`config.mk`:
```
export PLATFORM = sky130hd
export DESIGN_NAME = e203_exu_flush_arb
export DESIGN_NICKNAME = d
export VERILOG_FILES = /design/src/rtl/e203_exu_flush_arb_pkg.sv /design/src/rtl/e203_flush_evt_cnt.sv /design/src/rtl/e203_exu_flush_arb.sv
export SDC_FILE = /design/constraint.sdc
export NUM_CORES = 1
export LEC_CHECK = 0
export BUFFER_PORTS_ARGS = -buffer_cell sky130_fd_sc_hd__buf_2
export CAP_MARGIN = 40
export CORE_MARGIN = 8
export CORE_UTILIZATION = 25
export CTS_CLUSTER_DIAMETER = 60
export DETAILED_ROUTE_END_ITERATION = 12
export REMOVE_ABC_BUFFERS = 1
export SKIP_LAST_GASP = 1
export SLEW_MARGIN = 30
export SYNTH_ARGS = -nofsm -noshare
export SYNTH_HDL_FRONTEND = slang
export SYNTH_SLANG_ARGS = --single-unit
```
`constraint.sdc`:
```
create_clock -name clk -period 4.2 [get_ports clk]
set_clock_uncertainty 0.1 [all_clocks]
set_input_delay 0.21 -clock clk [delete_from_list [all_inputs] [get_ports clk]]
set_output_delay 0.21 -clock clk [all_outputs]
set_load 0.005 [all_outputs]
```
`src/rtl/e203_exu_flush_arb_pkg.sv`:
```
// ============================================================================
// Module  : e203_exu_flush_arb_pkg
// Brief   : Shared encodings for the EXU flush arbiter slice.
// Rev     : 1.0  initial release
// ============================================================================
`default_nettype none

`ifndef E203_PC_SIZE
`define E203_PC_SIZE 32
`endif

package e203_exu_flush_arb_pkg;

  localparam logic [0:0] c_st_idle = 1'b0;
  localparam logic [0:0] c_st_busy = 1'b1;

  localparam logic c_src_excp = 1'b1;
  localparam logic c_src_brch = 1'b0;

  localparam int c_pc_size_def = `E203_PC_SIZE;

endpackage

`default_nettype wire

```
`src/rtl/e203_flush_evt_cnt.sv`:
```
// ============================================================================
// Module  : e203_flush_evt_cnt
// Brief   : Enable-gated wrapping event counter, async active-low reset.
// Rev     : 1.0  initial release
// ============================================================================
`default_nettype none

module e203_flush_evt_cnt #(
  parameter int CNT_W = 16
) (
  input  logic             clk,
  input  logic             rst_n,
  input  logic             en,
  output logic [CNT_W-1:0] cnt
);

  logic [CNT_W-1:0] r_cnt;

  always_ff @(posedge clk or negedge rst_n) begin
    if (!rst_n) begin
      r_cnt <= '0;
    end else if (en) begin
      r_cnt <= r_cnt + CNT_W'(1);
    end
  end

  assign cnt = r_cnt;

endmodule

`default_nettype wire

```
`src/rtl/e203_exu_flush_arb.sv`:
```
// ============================================================================
// Module  : e203_exu_flush_arb
// Brief   : Registered one-at-a-time flush scheduler, exception over branch.
//           Optional E203_FLUSH_ARB_PC_ADD_EN registers op1+op2 as pipe_flush_pc.
// Rev     : 1.0  initial release
// ============================================================================
`default_nettype none

module e203_exu_flush_arb
  import e203_exu_flush_arb_pkg::*;
#(
  parameter int PC_SIZE = c_pc_size_def,
  parameter int CNT_W   = 16
) (
  input  logic               clk,
  input  logic               rst_n,

  input  logic               excp_flush_req,
  output logic               excp_flush_ack,
  input  logic [PC_SIZE-1:0] excp_flush_add_op1,
  input  logic [PC_SIZE-1:0] excp_flush_add_op2,

  input  logic               brch_flush_req,
  output logic               brch_flush_ack,
  input  logic [PC_SIZE-1:0] brch_flush_add_op1,
  input  logic [PC_SIZE-1:0] brch_flush_add_op2,

  output logic               pipe_flush_req,
  input  logic               pipe_flush_ack,
  output logic [PC_SIZE-1:0] pipe_flush_add_op1,
  output logic [PC_SIZE-1:0] pipe_flush_add_op2,
  output logic               pipe_flush_src,
`ifdef E203_FLUSH_ARB_PC_ADD_EN
  output logic [PC_SIZE-1:0] pipe_flush_pc,
`endif
  output logic [CNT_W-1:0]   excp_flush_cnt,
  output logic [CNT_W-1:0]   brch_flush_cnt
);

  logic [0:0]         r_state;
  logic [PC_SIZE-1:0] r_op1;
  logic [PC_SIZE-1:0] r_op2;
  logic               r_src;

  logic               w_busy;
  logic               w_retire;
  logic               w_accept_ok;
  logic               w_accept;
  logic [PC_SIZE-1:0] w_win_op1;
  logic [PC_SIZE-1:0] w_win_op2;

  assign w_busy      = (r_state == c_st_busy);
  assign w_retire    = w_busy & pipe_flush_ack;
  // A retiring flush frees the slot in the same cycle, so a waiting request
  // can be taken without an idle bubble.
  assign w_accept_ok = ~w_busy | pipe_flush_ack;

  assign excp_flush_ack = w_accept_ok & excp_flush_req;
  assign brch_flush_ack = w_accept_ok & brch_flush_req & ~excp_flush_req;
  assign w_accept       = excp_flush_ack | brch_flush_ack;

  assign w_win_op1 = excp_flush_req ? excp_flush_add_op1 : brch_flush_add_op1;
  assign w_win_op2 = excp_flush_req ? excp_flush_add_op2 : brch_flush_add_op2;

  always_ff @(posedge clk or negedge rst_n) begin
    if (!rst_n) begin
      r_state <= c_st_idle;
    end else if (w_accept) begin
      r_state <= c_st_busy;
    end else if (w_retire) begin
      r_state <= c_st_idle;
    end
  end

  always_ff @(posedge clk or negedge rst_n) begin
    if (!rst_n) begin
      r_op1 <= '0;
      r_op2 <= '0;
      r_src <= c_src_brch;
    end else if (w_accept) begin
      r_op1 <= w_win_op1;
      r_op2 <= w_win_op2;
      r_src <= excp_flush_req ? c_src_excp : c_src_brch;
    end
  end

`ifdef E203_FLUSH_ARB_PC_ADD_EN
  logic [PC_SIZE-1:0] r_pc;

  // Carry out of the target sum is dropped; PC space wraps.
  always_ff @(posedge clk or negedge rst_n) begin
    if (!rst_n) begin
      r_pc <= '0;
    end else if (w_accept) begin
      r_pc <= w_win_op1 + w_win_op2;
    end
  end

  assign pipe_flush_pc = r_pc;
`endif

  assign pipe_flush_req     = w_busy;
  assign pipe_flush_add_op1 = r_op1;
  assign pipe_flush_add_op2 = r_op2;
  assign pipe_flush_src     = r_src;

  e203_flush_evt_cnt #(
    .CNT_W (CNT_W)
  ) u_excp_cnt (
    .clk   (clk),
    .rst_n (rst_n),
    .en    (w_retire & (r_src == c_src_excp)),
    .cnt   (excp_flush_cnt)
  );

  e203_flush_evt_cnt #(
    .CNT_W (CNT_W)
  ) u_brch_cnt (
    .clk   (clk),
    .rst_n (rst_n),
    .en    (w_retire & (r_src == c_src_brch)),
    .cnt   (brch_flush_cnt)
  );

endmodule

`default_nettype wire

```
Word level (Yosys, flattened, before mapping)
Cells that the tools add are included.

storage, ports and cells
  bits in registers = 98
  input port bits = 133
  output and inout bits = 100
  logic and storage cells = 25

cells by class
  add/subtract/negate cells = 2
  mux-type cells = 5
  bitwise gates (word level) = 11
  reductions and logical operators = 1

operators with widths
  operator                                       number
  2-to-1 mux 32 bit                              2
  adder 16 x 1 -> 16 bit, second input constant  2
  bitwise AND 1 bit                              6
  2-to-1 mux 1 bit                               3
  inverter 1 bit                                 3
  OR 1 bit                                       2
  nonzero test 2 bit                             1

Longest topological paths before layout
  depth in word-level cells = 6
  mapped depth = 6
  mapped depth without buffers = 5

Cells and area by module
From an unflattened synthesis, not the netlist that was laid out.

unflattened totals
  cells, all modules = 332
  area total of the unflattened synthesis = 5,038.6 um2

by module, submodules not included
  module              times used  cells each  area each (um2)  sequential area each (um2)
  e203_exu_flush_arb  1           220         3,647.2          1,651.6
  e203_flush_evt_cnt  2           56          695.7            400.4

Worst setup path after synthesis
OpenSTA, ideal clock, no wires.

  path type = flip-flop to flip-flop
  start point = register r_src (netlist: pipe_flush_src)
  end point = register u_excp_cnt.r_cnt[15] (netlist: u_excp_cnt.cnt[15])
  library setup time = 0.079 ns
  arrival = 1.490 ns
  data required time = 4.021 ns
  slack = 2.531 ns
  cell stages (with the launch flop) = 6
  path buffers = 1
  clock period less this slack = 1.669 ns
  cells stage by stage = dfrtp_1 nand3_2 or4_1 buf_2 nor3_2 xor2_1

on the way
  longest elaborated chain between the ends = 1

RTL lines
  what                    line                       source
  from (decl)             e203_exu_flush_arb.sv:43   logic r_src;
  from (signal assigned)  e203_exu_flush_arb.sv:79   r_src <= c_src_brch;
  from (signal assigned)  e203_exu_flush_arb.sv:83   r_src <= excp_flush_req ? c_src_excp : c_src_brch;
  bitwise AND 1 bit       e203_exu_flush_arb.sv:112  .en (w_retire & (r_src == c_src_excp)),
  to (signal assigned)    e203_flush_evt_cnt.sv:23   r_cnt <= r_cnt + CNT_W'(1);
  to (decl)               e203_flush_evt_cnt.sv:17   logic [CNT_W-1:0] r_cnt;

No other way between the ends.
A chain may end at the register's enable or synchronous reset.

Worst setup path after layout
  start point = register r_state (netlist: pipe_flush_req)
  end point = register r_op1[20] (netlist: pipe_flush_add_op1[20])

on the way
  longest elaborated chain between the ends = 5
  elaborated cells on any way between the ends = 6
  classes of those cells = bitwise (6)

RTL lines
  what                            line                      source
  from (decl)                     e203_exu_flush_arb.sv:40  logic [0:0] r_state;
  from (signal assigned)          e203_exu_flush_arb.sv:67  r_state <= c_st_idle;
  from (signal assigned)          e203_exu_flush_arb.sv:69  r_state <= c_st_busy;
  from (signal assigned)          e203_exu_flush_arb.sv:71  r_state <= c_st_idle;
  inverter 1 bit *                e203_exu_flush_arb.sv:56  assign w_accept_ok = ~w_busy | pipe_flush_ack;
  OR 1 bit *                      e203_exu_flush_arb.sv:56
  bitwise AND 1 bit (2 in a row)  e203_exu_flush_arb.sv:59  assign brch_flush_ack = w_accept_ok & brch_flush_req & ~excp_flush_req;
  OR 1 bit *                      e203_exu_flush_arb.sv:60  assign w_accept = excp_flush_ack | brch_flush_ack;
  to (signal assigned)            e203_exu_flush_arb.sv:81  r_op1 <= w_win_op1;
  to (decl)                       e203_exu_flush_arb.sv:41  logic [PC_SIZE-1:0] r_op1;

Mark *: on every way between the ends. The rest lies on a longest branch, timed or not.

==> results.py <==
metrics = {
    "clock_network": {
        "cts-resized-gates": 0,
        "cts_tree": "yes",
        "insertion_delay_ps": 340,
        "clockRootBuffer": "clkbuf_16",
        "cts_buffers": 9,
        "post_cts_buffers": 0,
        "htree_levels": 3,
        "clock_path_buffers": 2,
        "cts.reportedPaths.clkPinSlew_ps": 70,
        "cts.sinks": 98,
    },
    "placement": {
        "gp_congestion": 0.727,
        "hpwl_mm": 9.99,
        "dp.cells": 848,
        "dpl_worst_slack_ps": 2150,
        "numPortBuffers": 232,
        "place_area_mm2": 0.00579,
    },
    "power_and_ir_drop": {
        "p_sw_uw": 751,
        "ir_drop_mv": 0.180,
        "pwr-share-seq": 0.479,
        "switching_share": 0.299,
        "powerDensity_mw_per_mm2": 412,
        "p_clk_frac": 0.311,
        "combPwrFrac": 0.211,
        "p_int_uw": 1760,
        "power_leakage_uw": 0.00313,
    },
    "grt": {
        "top_usage_layer": "met2",
        "grt_usage": 0.113,
        "antenna_found_initial": 0,
        "grt_pass1_vias": 3772,
        "met3_usage": 0.0346,
        "use_met2": 0.193,
        "grt_max_degree": 63,
        "met1_usage": 0.128,
        "grt-ovfl-total": 0,
        "grt_pass1_wl_mm": 19.9,
    },
    "route": {
        "wirelength_mm": 12.8,
        "drtPass1Iterations": 5,
        "drt_iter0_drc": 144,
        "drt-vias-per-instance": 4.24,
        "vias": 3669,
        "wl_per_cell_um": 14.8,
        "ant_nets": 0,
        "drc": 0,
    },
    "timing": {
        "max_slew_margin": 0.584,
        "hold_violations": 0,
        "min_period_ps": 1920,
        "tns_ps": 0,
        "rsz0062_at_grt": "no",
        "setup_viol": 0,
        "setup_slack_ps": 2280,
        "slew_violations": 0,
        "max_freq_mhz": 522,
        "min_period_over_period": 0.456,
        "tightest_slew_ps": 624,
        "holdWs_ps": 66.3,
    },
    "synthesis": {
        "synth_warnings": 0,
        "synthCells": 410,
        "syn_avg_cell_area_um2": 10.7,
        "ys_seq_area_frac": 0.558,
        "ys_types": 28,
        "synth.ff_latch_count": 98,
        "synth_ff_type": "dfrtp_1",
        "netlist_area_mm2": 0.00440,
        "synth_edf_count": 0,
        "synth_async_sr_flop_share": 1.00,
    },
    "floorplan": {
        "die_w_um": 149,
        "coreArea_mm2": 0.0172,
        "rows": 48,
        "die_area_mm2": 0.0221,
        "die_height_um": 149,
        "pin_count": 233,
        "start_util": 0.255,
    },
    "worst_setup_path": {
        "critPathBufInv": 1,
        "r2r_cells": 5,
        "cp_max_fo": 62,
        "crit_chain": "or2b_1, o21a_4, buf_4, nor2_1, a21oi_1",
        "crit_path_max_incr_delay_ps": 500,
        "critical_path_class": "reg -> reg",
        "r2r_end": "pipe_flush_add_op1[20]",
        "start_kind": "flip-flop",
        "critPathCaptureType": "flip-flop",
        "critPathSlowestCell": "buf_4",
        "arrival_ps": 2080,
        "cp_top_family": "buffers and inverters",
        "worst_r2r_startpoint": "pipe_flush_req",
        "r2r_slack_ps": 2280,
        "required_ps": 4360,
    },
    "hold_path": {
        "worstHoldStart": "brch_flush_add_op2[12]",
        "hold_path_class": "in -> reg",
        "holdPathEnd": "pipe_flush_add_op2[12]",
        "whs_path_depth": 3,
    },
    "cells_and_area": {
        "diodes": 0,
        "multiInputGateArea_mm2": 0.00184,
        "layout_common_cells": "230 x buf_2, 98 x dfrtp_1, 73 x nor2_1",
        "fillerInstances": 1763,
        "final_area_mm2": 0.00609,
        "drive_gt1_frac": 0.409,
        "finalNetCount": 771,
        "layout_commonest_cell": "buf_2",
        "fin_cells": 866,
        "area_delta_synth_final_pct": 38.5,
        "regArea_mm2": 0.00245,
    },
    "flow_run": {
        "drv_cap": 0,
    },
    "status": {
        "status": "finished, final reports clean",
    },
}
==> cell usage after synthesis, types with 2 or more instances <==
cell	count	share of area
buf_2	5	0.0057
nand3_1	9	0.010
ha_1	2	0.0057
mux2i_1	64	0.15
dfrtp_1	98	0.56
nand2_1	13	0.011
clkbuf_1	18	0.015
nor2_1	73	0.062
and3_1	6	0.0085
mux2_2	2	0.0051
nor3_1	6	0.0068
xor2_1	15	0.030
a21oi_1	64	0.073
nand4_1	4	0.0057
inv_1	3	0.0026
nor3_2	2	0.0046
xnor2_1	15	0.030
==> area by class of cell <==
cell class	count	share of cell area
flip-flops and latches	98	0.403
multi-input cells	285	0.303
repair buffers	239	0.201
well taps	225	0.0462
clock buffers	9	0.0370
clock inverters	7	0.00863
inverters	3	0.00185
==> cell families (layout without fill, tap and decap cells) <==
group | count (synthesis) | count (layout) | share of synthesized area
muxes | 66 | 66 | 0.151
AOI/OAI and AO/OA | 66 | 66 | 0.0766
buffers and inverters | 27 | 258 | 0.0245
and+or+nand+nor | 121 | 121 | 0.125
DFF | 98 | 98 | 0.558
xor gates and xnor gates | 30 | 30 | 0.0598
adders and majority gates | 2 | 2 | 0.00569
==> stage by stage <==
stage	util	total power [uW]
after floorplan	-	1430
after global placement	0.336	1750
after detailed placement	0.336	1760
after CTS	0.353	2560
after global routing	0.353	2670
final	0.353	2510
==> per-layer routing <==
layer | share of wire | wire length [um]
met2 | 0.49 | 6280
met5 | 0 | 0
met1 | 0.42 | 5330
met3 | 0.074 | 950
met4 | 0.019 | 243
==> state kept, by name (all words and copies together), names as in the netlist <==
register	count
pipe_flush_src	1
pipe_flush_req	1
pipe_flush_add_op2	32
pipe_flush_add_op1	32
u_excp_cnt.cnt	16
u_brch_cnt.cnt	16
==> power by group through the flow <==
stage | clock network [uW] | logic [uW] | registers [uW]
2_1_floorplan | 0 | 214 | 1220
3_3_place_gp | 0 | 530 | 1220
3_5_place_dp | 0 | 543 | 1220
4_1_cts | 812 | 545 | 1200
5_1_grt | 855 | 592 | 1220
6_report | 779 | 528 | 1200
==> how the worst max path moves through the flow <==
stage	to	slack, ps	depth (start not counted)	start
global placement	pipe_flush_add_op1[13]	2210	5	excp_flush_req
floorplan	pipe_flush_add_op1[0]	1000	3	pipe_flush_req
detailed placement	pipe_flush_add_op1[20]	2150	5	excp_flush_req
finish	pipe_flush_add_op1[20]	2280	5	pipe_flush_req
global route	pipe_flush_add_op1[20]	2130	5	pipe_flush_req
CTS	pipe_flush_add_op1[17]	2280	5	pipe_flush_req
==> worst register-to-register path, delay by kind of cell (launching register included) <==
family / cells / cell delay, ps
and+or+nand+nor: 2 / 380
DFF: 1 / 430
AOI/OAI and AO/OA: 2 / 410
buffers and inverters: 1 / 500
==> timing repair <==
| item | CTS | global route |
|---|---|---|
| hold buffers | 2 | 0 |
| endpoints found under the setup margin | 0 | 0 |
| hold endpoints to repair | 24 | 0 |
No activity file was read; power rests on OpenSTA's default activity.
